**src/rtl/sa_pe_param.sv**
```systemverilog
// ---------------------------------------------------------------------------
// sa_pe_param -- parameterised systolic-array processing element
//
// One signed multiplier (act_in x operand) feeding two adders:
//   * weight-stationary (mode=0): psum_out = psum_in + act_in * active weight
//   * output-stationary (mode=1): local accumulator += act_in * psum_in[DATA_W-1:0]
// A shadow/active weight pair lets the next weight be daisy-chained in while
// the current one is in use. Adds are either saturating (SAT=1) or wrapping
// (SAT=0); any overflow sets a sticky flag cleared by rst or acc_clr.
//
// Ports
//   clk, rst                 clock, asynchronous active-high reset
//   mode                     0 = weight-stationary, 1 = output-stationary
//   w_in, w_load, w_swap     weight load into shadow / shadow-to-active swap
//   w_out, w_load_out        weight chain to the south neighbour (1 cycle)
//   act_in, act_vld_in       activation from the west
//   act_out, act_vld_out     activation to the east (1 cycle)
//   psum_in, psum_vld_in     partial sum (WS) or operand B (OS) from the north
//   psum_out, psum_vld_out   partial sum / operand pass-through to the south
//   acc_clr, drain           output-stationary accumulator control
//   acc_out, acc_vld_out     drained accumulator value, 1-cycle valid
//   ovf                      sticky overflow flag
// ---------------------------------------------------------------------------
module sa_pe_param #(
    parameter int DATA_W = 8,
    parameter int ACC_W  = 32,
    parameter int SAT    = 1
) (
    input  logic              clk,
    input  logic              rst,
    input  logic              mode,
    input  logic [DATA_W-1:0] w_in,
    input  logic              w_load,
    input  logic              w_swap,
    output logic [DATA_W-1:0] w_out,
    output logic              w_load_out,
    input  logic [DATA_W-1:0] act_in,
    input  logic              act_vld_in,
    output logic [DATA_W-1:0] act_out,
    output logic              act_vld_out,
    input  logic [ACC_W-1:0]  psum_in,
    input  logic              psum_vld_in,
    output logic [ACC_W-1:0]  psum_out,
    output logic              psum_vld_out,
    input  logic              acc_clr,
    input  logic              drain,
    output logic [ACC_W-1:0]  acc_out,
    output logic              acc_vld_out,
    output logic              ovf
);

    // The full signed product must fit the accumulator without loss.
    if (ACC_W < 2 * DATA_W) begin : g_bad_acc_w
        $error("sa_pe_param: ACC_W must be >= 2*DATA_W");
    end

    localparam int PROD_W = 2 * DATA_W;
    localparam logic [ACC_W-1:0] ACC_MAX = {1'b0, {(ACC_W-1){1'b1}}};
    localparam logic [ACC_W-1:0] ACC_MIN = {1'b1, {(ACC_W-1){1'b0}}};

    typedef enum logic [0:0] {
        ST_IDLE  = 1'b0,
        ST_ACCUM = 1'b1
    } state_t;

    // Signed add with one guard bit. Returns {overflow, result}; the result
    // is clamped when SAT is set, otherwise the low ACC_W bits are kept.
    function automatic logic [ACC_W:0] f_add(input logic [ACC_W-1:0] a,
                                             input logic [ACC_W-1:0] b);
        logic [ACC_W:0]   sum;
        logic             of;
        logic [ACC_W-1:0] res;
        sum = {a[ACC_W-1], a} + {b[ACC_W-1], b};
        of  = sum[ACC_W] ^ sum[ACC_W-1];
        if (of && (SAT != 0)) begin
            if (sum[ACC_W]) begin
                res = ACC_MIN;
            end else begin
                res = ACC_MAX;
            end
        end else begin
            res = sum[ACC_W-1:0];
        end
        return {of, res};
    endfunction

    // ------------------------------------------------------------------
    // Registers
    // ------------------------------------------------------------------
    logic [DATA_W-1:0] r_w_shadow;
    logic [DATA_W-1:0] r_w_active;
    logic [DATA_W-1:0] r_w_out;
    logic              r_w_load_out;
    logic [DATA_W-1:0] r_act_out;
    logic              r_act_vld_out;
    logic [ACC_W-1:0]  r_psum_out;
    logic              r_psum_vld_out;
    logic [ACC_W-1:0]  r_acc;
    logic [ACC_W-1:0]  r_acc_out;
    logic              r_acc_vld_out;
    logic              r_ovf;
    state_t            r_state;

    // ------------------------------------------------------------------
    // Combinational datapath
    // ------------------------------------------------------------------
    logic [DATA_W-1:0] w_opb;
    logic [PROD_W-1:0] w_act_x;
    logic [PROD_W-1:0] w_opb_x;
    logic [PROD_W-1:0] w_prod;
    logic [ACC_W-1:0]  w_prod_ext;
    logic              w_mac;
    logic [ACC_W-1:0]  w_ws_addend;
    logic [ACC_W:0]    w_ws_res;
    logic [ACC_W-1:0]  w_acc_base;
    logic [ACC_W-1:0]  w_os_addend;
    logic [ACC_W:0]    w_os_res;
    logic              w_ws_ovf;
    logic              w_os_ovf;
    logic [ACC_W-1:0]  w_acc_nxt;
    logic [ACC_W-1:0]  w_psum_nxt;
    logic              w_psum_vld_nxt;
    logic              w_ovf_nxt;
    state_t            w_state_nxt;

    // A single multiplier serves both modes; only the B operand differs.
    assign w_opb      = mode ? psum_in[DATA_W-1:0] : r_w_active;
    assign w_act_x    = PROD_W'($signed(act_in));
    assign w_opb_x    = PROD_W'($signed(w_opb));
    assign w_prod     = w_act_x * w_opb_x;
    assign w_prod_ext = ACC_W'($signed(w_prod));

    assign w_mac = mode & act_vld_in & psum_vld_in;

    // WS adder: an invalid incoming partial sum contributes zero.
    assign w_ws_addend = psum_vld_in ? psum_in : {ACC_W{1'b0}};
    assign w_ws_res    = f_add(w_ws_addend, w_prod_ext);

    // OS adder: a drain restarts accumulation from zero in the same cycle.
    assign w_os_addend = drain ? {ACC_W{1'b0}} : w_acc_base;
    assign w_os_res    = f_add(w_os_addend, w_prod_ext);

    assign w_ws_ovf = ~mode & act_vld_in & w_ws_res[ACC_W];
    assign w_os_ovf = w_mac & ~acc_clr & w_os_res[ACC_W];

    // Partial-sum path: WS computes, OS passes the operand through.
    always_comb begin
        w_psum_nxt     = r_psum_out;
        w_psum_vld_nxt = 1'b0;
        if (mode) begin
            w_psum_nxt     = psum_in;
            w_psum_vld_nxt = psum_vld_in;
        end else begin
            w_psum_vld_nxt = act_vld_in;
            if (act_vld_in) begin
                w_psum_nxt = w_ws_res[ACC_W-1:0];
            end else begin
                w_psum_nxt = r_psum_out;
            end
        end
    end

    // Accumulator next value: clear beats MAC, MAC beats plain drain.
    always_comb begin
        w_acc_nxt = r_acc;
        if (acc_clr) begin
            w_acc_nxt = {ACC_W{1'b0}};
        end else if (w_mac) begin
            w_acc_nxt = w_os_res[ACC_W-1:0];
        end else if (drain) begin
            w_acc_nxt = {ACC_W{1'b0}};
        end else begin
            w_acc_nxt = r_acc;
        end
    end

    // Sticky overflow; acc_clr wins over any overflow in the same cycle.
    always_comb begin
        w_ovf_nxt = r_ovf;
        if (acc_clr) begin
            w_ovf_nxt = 1'b0;
        end else begin
            w_ovf_nxt = r_ovf | w_ws_ovf | w_os_ovf;
        end
    end

    // ------------------------------------------------------------------
    // Accumulator control FSM
    // ------------------------------------------------------------------

    // FSM state register.
    always_ff @(posedge clk or posedge rst) begin
        if (rst) begin
            r_state <= ST_IDLE;
        end else begin
            r_state <= w_state_nxt;
        end
    end

    // FSM next-state logic.
    always_comb begin
        w_state_nxt = r_state;
        case (r_state)
            ST_IDLE: begin
                if (acc_clr) begin
                    w_state_nxt = ST_IDLE;
                end else if (w_mac) begin
                    w_state_nxt = ST_ACCUM;
                end else begin
                    w_state_nxt = ST_IDLE;
                end
            end
            ST_ACCUM: begin
                if (acc_clr) begin
                    w_state_nxt = ST_IDLE;
                end else if (drain && !w_mac) begin
                    w_state_nxt = ST_IDLE;
                end else begin
                    w_state_nxt = ST_ACCUM;
                end
            end
            default: begin
                w_state_nxt = ST_IDLE;
            end
        endcase
    end

    // FSM outputs: in IDLE the accumulator is known to be zero, so the
    // adder and the drain path see zero regardless of the register.
    always_comb begin
        w_acc_base = {ACC_W{1'b0}};
        case (r_state)
            ST_IDLE:  w_acc_base = {ACC_W{1'b0}};
            ST_ACCUM: w_acc_base = r_acc;
            default:  w_acc_base = {ACC_W{1'b0}};
        endcase
    end

    // ------------------------------------------------------------------
    // Sequential state
    // ------------------------------------------------------------------

    // Weight shadow/active pair; a simultaneous load and swap moves the old
    // shadow into active while the shadow takes the new value.
    always_ff @(posedge clk or posedge rst) begin
        if (rst) begin
            r_w_shadow <= {DATA_W{1'b0}};
            r_w_active <= {DATA_W{1'b0}};
        end else begin
            if (w_load) begin
                r_w_shadow <= w_in;
            end
            if (w_swap) begin
                r_w_active <= r_w_shadow;
            end
        end
    end

    // One-cycle forwarding of the weight chain and the activation stream.
    always_ff @(posedge clk or posedge rst) begin
        if (rst) begin
            r_w_out       <= {DATA_W{1'b0}};
            r_w_load_out  <= 1'b0;
            r_act_out     <= {DATA_W{1'b0}};
            r_act_vld_out <= 1'b0;
        end else begin
            r_w_out       <= w_in;
            r_w_load_out  <= w_load;
            r_act_out     <= act_in;
            r_act_vld_out <= act_vld_in;
        end
    end

    // Partial-sum output register.
    always_ff @(posedge clk or posedge rst) begin
        if (rst) begin
            r_psum_out     <= {ACC_W{1'b0}};
            r_psum_vld_out <= 1'b0;
        end else begin
            r_psum_out     <= w_psum_nxt;
            r_psum_vld_out <= w_psum_vld_nxt;
        end
    end

    // Accumulator, drain capture and overflow flag.
    always_ff @(posedge clk or posedge rst) begin
        if (rst) begin
            r_acc         <= {ACC_W{1'b0}};
            r_acc_out     <= {ACC_W{1'b0}};
            r_acc_vld_out <= 1'b0;
            r_ovf         <= 1'b0;
        end else begin
            r_acc         <= w_acc_nxt;
            r_acc_vld_out <= drain;
            r_ovf         <= w_ovf_nxt;
            if (drain) begin
                r_acc_out <= w_acc_base;
            end
        end
    end

    assign w_out        = r_w_out;
    assign w_load_out   = r_w_load_out;
    assign act_out      = r_act_out;
    assign act_vld_out  = r_act_vld_out;
    assign psum_out     = r_psum_out;
    assign psum_vld_out = r_psum_vld_out;
    assign acc_out      = r_acc_out;
    assign acc_vld_out  = r_acc_vld_out;
    assign ovf          = r_ovf;

endmodule

```
**config.mk**
```make
export PLATFORM = sky130hd
export DESIGN_NAME = sa_pe_param
export DESIGN_NICKNAME = d
export VERILOG_FILES = /design/src/rtl/sa_pe_param.sv
export SDC_FILE = /design/constraint.sdc
export NUM_CORES = 1
export LEC_CHECK = 0
export CORE_ASPECT_RATIO = 1.75
export CORE_MARGIN = 4
export CORE_UTILIZATION = 55
export CTS_CLUSTER_SIZE = 28
export DETAILED_ROUTE_END_ITERATION = 6
export GPL_TIMING_DRIVEN = 1
export PLACE_DENSITY = 0.79
export RECOVER_POWER = 25
export SLEW_MARGIN = 20
export SYNTH_ARGS = -nofsm -noshare
export SYNTH_HDL_FRONTEND = slang
export SYNTH_SLANG_ARGS = --single-unit
```
**constraint.sdc**
```tcl
create_clock -name clk -period 13.8 [get_ports clk]
set_clock_uncertainty 0.15 [all_clocks]
set_input_delay 3.45 -clock clk [delete_from_list [all_inputs] [get_ports clk]]
set_output_delay 3.45 -clock clk [all_outputs]
set_load 0.03 [all_outputs]
```
==> summary.md <==
| Metric | Value |
|---|---|
| Max-Cap Viols | `2` |
| Status | `finished, violations left` |
| Async set-reset flop share out of synthesis | `1.00` |
| Clock Tree Buf Depth | `2` |
| Hold WS | `about 0.33 ns` |
| CTS buffer count | `17` |
| Layout cells sized above 1 | `0.0733` |
| Post-route setup TNS | `0 ns` |
| CTS resizes | `0` |
| Skew-Pair Late Insertion Delay | `0.44 ns` |
| Hold-fix buffer count after cts | `0` |
| DRC viols | `0` |
| Slew Viols, Final | `between 100 and 150` |
| Ys flop type | `dfrtp_1` |
| CP max stage cell | `mux2i_1` |
| Routed Antenna Nets | `0` |
| Avg WL per Cell | `19.2 um` |
| CP required | `between 10 and 15 ns` |
| Synth top area share | `0.282` |
| Seq/Total Area, Yosys | `0.282` |
| Placed inst area | `around 0.013 mm^2` |
| DPL Wire Length | `26300 um` |
| I/O pin count | `approximately 140` |
| H-tree depth | `4` |
| Global-route wire length before repair | `around 57000 um` |
| Row count | `71` |
| Die span in y | `roughly 200 um` |
| Syn. warnings | `0` |
| Vias in the first global route | `~11000` |
| Tot GR Track Use | `0.292` |
| Cell taking the most area after synthesis | `dfrtp_1` |
| Min cycle time layout | `12.42 ns` |
| Worst Tran Pin Value | `3.45 ns` |
| Total wire length | `about 35000 um` |
| Vias per cell | `6.07` |
| Min-delay worst type | `flop to flop` |
| Port buffer count | `around 140` |
| Post-synth top cells | `inv_1 (148), dfrtp_1 (134), nand2_1 (128)` |
| Ranking of synthesized cells by area | `dfrtp_1 (28%), fa_1 (9.6%), ha_1 (7.6%)` |
| Failing checks | `max-capacitance violations, max-slew violations` |
| Syn Nets | `1567` |
| Unrepaired setup endpoints after global routing | `no` |
| DIE WIDTH | `between 100 and 150 um` |
| Fmax | `just over 0.08 GHz` |
| CTS tree | `built` |
| Postcts setup bufs | `0` |
| Final std cell area, no fill | `~0.014 mm^2` |
| Fin. Hold Viols | `0` |
| Reg clk slew, reported paths | `roughly 0.060 ns` |
| Largest net degree at the start of global routing | `80` |
| Tcrit/Tclk final | `0.900` |
| Layout area overhead | `18.7%` |
| Root buffer selected by CTS | `clkbuf_16` |
| Initial detailed-routing violation count | `just under 800` |
| CP Data Arrival Time | `roughly 13 ns` |
| Count leader, synth | `inv_1` |
| Non-Filler Instances | `1793` |
| CP Max Fanout | `24` |
| Placed Cells | `around 1800` |
| DR vias | `about 11000` |
| DIE AREA | `approximately 0.024 mm^2` |
| Final setup viols | `0` |
| Final #Nets | `approximately 1700` |
| Crit path largest cell delay | `between 0.7 and 0.8 ns` |
| Mapped cell area | `between 0.01 and 0.015 mm^2` |
| Initial antenna violation count | `0` |
| WS Path Type | `primary input to flop` |
| Rel. slew slack | `-1.31` |
| Critical Path End Type | `flop` |
| Nature of the critical path startpoint | `primary input` |
| Starting density of the core | `0.556` |
| Placeable Area | `between 0.02 and 0.025 mm^2` |
| Routability cong. | `a little under 1` |
| Clk sink count | `134` |
| Number of enable flip-flop cells after synthesis | `0` |
| Drt pass-1 iters | `6` |
| Yosys cell types | `80` |
| Synth Register Bits | `around 130` |
| Gr ovfl total | `0` |
| Post-synthesis average cell area | `8.62 um^2` |
| Cells after synthesis | `1381` |
| # diodes | `0` |
-- area by class of cell --
cell class	count	area, um^2
multi-input combinational	1027	7680
fill	1741	7270
sequential	134	3350
timing repair buffer	159	1530
inverter	149	561
clock buffer	20	447
tap	292	365
clock inverter	12	200
-- per-stage QoR --
stage               setup WS [ns]  utilization
floorplan                    1.59            -
global placement             1.31        0.631
detailed placement           1.09        0.631
CTS                          1.46        0.661
global route                0.778        0.660
finish                       1.38        0.660
-- worst max-delay path, delay by kind of cell --
family,cells,cell delay (ns)
xor+xnor,1,0.16
simple gates,5,1.10
fa+ha+maj,6,2.76
compound gates,13,2.89
buf+inv,6,1.01
mux,2,1.14
-- state kept, by name, summed over array words and instances, names as in the netlist --
| register | cells |
|---|---|
| acc_out | 32 |
| psum_out | 32 |
| r_acc | 32 |
| act_out | 8 |
| r_w_active | 8 |
| r_w_shadow | 8 |
| w_out | 8 |
| acc_vld_out | 1 |
| act_vld_out | 1 |
| ovf | 1 |
| psum_vld_out | 1 |
| r_state | 1 |
| w_load_out | 1 |
-- layer usage --
metal | GRT usage | share of wire
met5 | 0 | 0
met2 | 0.516 | 0.51
met4 | 0.179 | 0.062
met1 | 0.319 | 0.36
met3 | 0.0596 | 0.067
-- layout by cell type, fill, tap and decap left out, types with 7 or more instances in the layout --
cell type / n
o211ai_1: 15
and2_1: 64
clkbuf_16: 17
mux2i_1: 13
nand2_1: 128
o221ai_1: 10
ha_1: 72
and3_1: 9
nor3_1: 30
a21oi_1: 83
o21bai_1: 12
o21ai_0: 79
inv_1: 147
buf_4: 17
o22ai_1: 13
or2_2: 7
dlygate4sd3_1: 20
or3_1: 7
xnor2_1: 41
a21o_1: 16
xor2_1: 24
a211oi_1: 10
a31oi_1: 12
nor2_1: 52
o21ai_1: 11
dfrtp_1: 134
nor2b_1: 35
o221ai_2: 9
nand4_1: 7
fa_1: 57
mux2_2: 16
nand3_1: 67
a22oi_1: 26
nor4_1: 7
o211ai_2: 8
nand2b_1: 10
clkdlybuf4s50_1: 119
-- cell families (layout without fill, tap and decap cells) --
group | Yosys count | in the layout | synth area share
AOI/OAI and AO/OA | 358 | 358 | 0.207
xor gates and xnor gates | 67 | 67 | 0.0511
adders and majority gates | 129 | 129 | 0.171
buffers and inverters | 220 | 340 | 0.0743
DFF | 134 | 134 | 0.282
muxes | 30 | 30 | 0.0273
and+or+nand+nor | 443 | 443 | 0.187
-- final timing paths --
path,end,from,cells past startpoint,slack (ns)
max,psum_out[19],mode,33,1.38
min,r_w_active[4],r_w_shadow[4],2,0.33
max reg2reg,psum_out[19],r_w_active[1],32,4.56
min reg2reg,r_w_active[4],r_w_shadow[4],2,0.33
max in group asynchronous,act_out[6],rst,3,7.33
min in group asynchronous,acc_out[26],rst,2,4.33
Power is left out: the tool's default activity adds up to more than one toggle a clock period on the data nets, which glitch-free logic cannot reach.
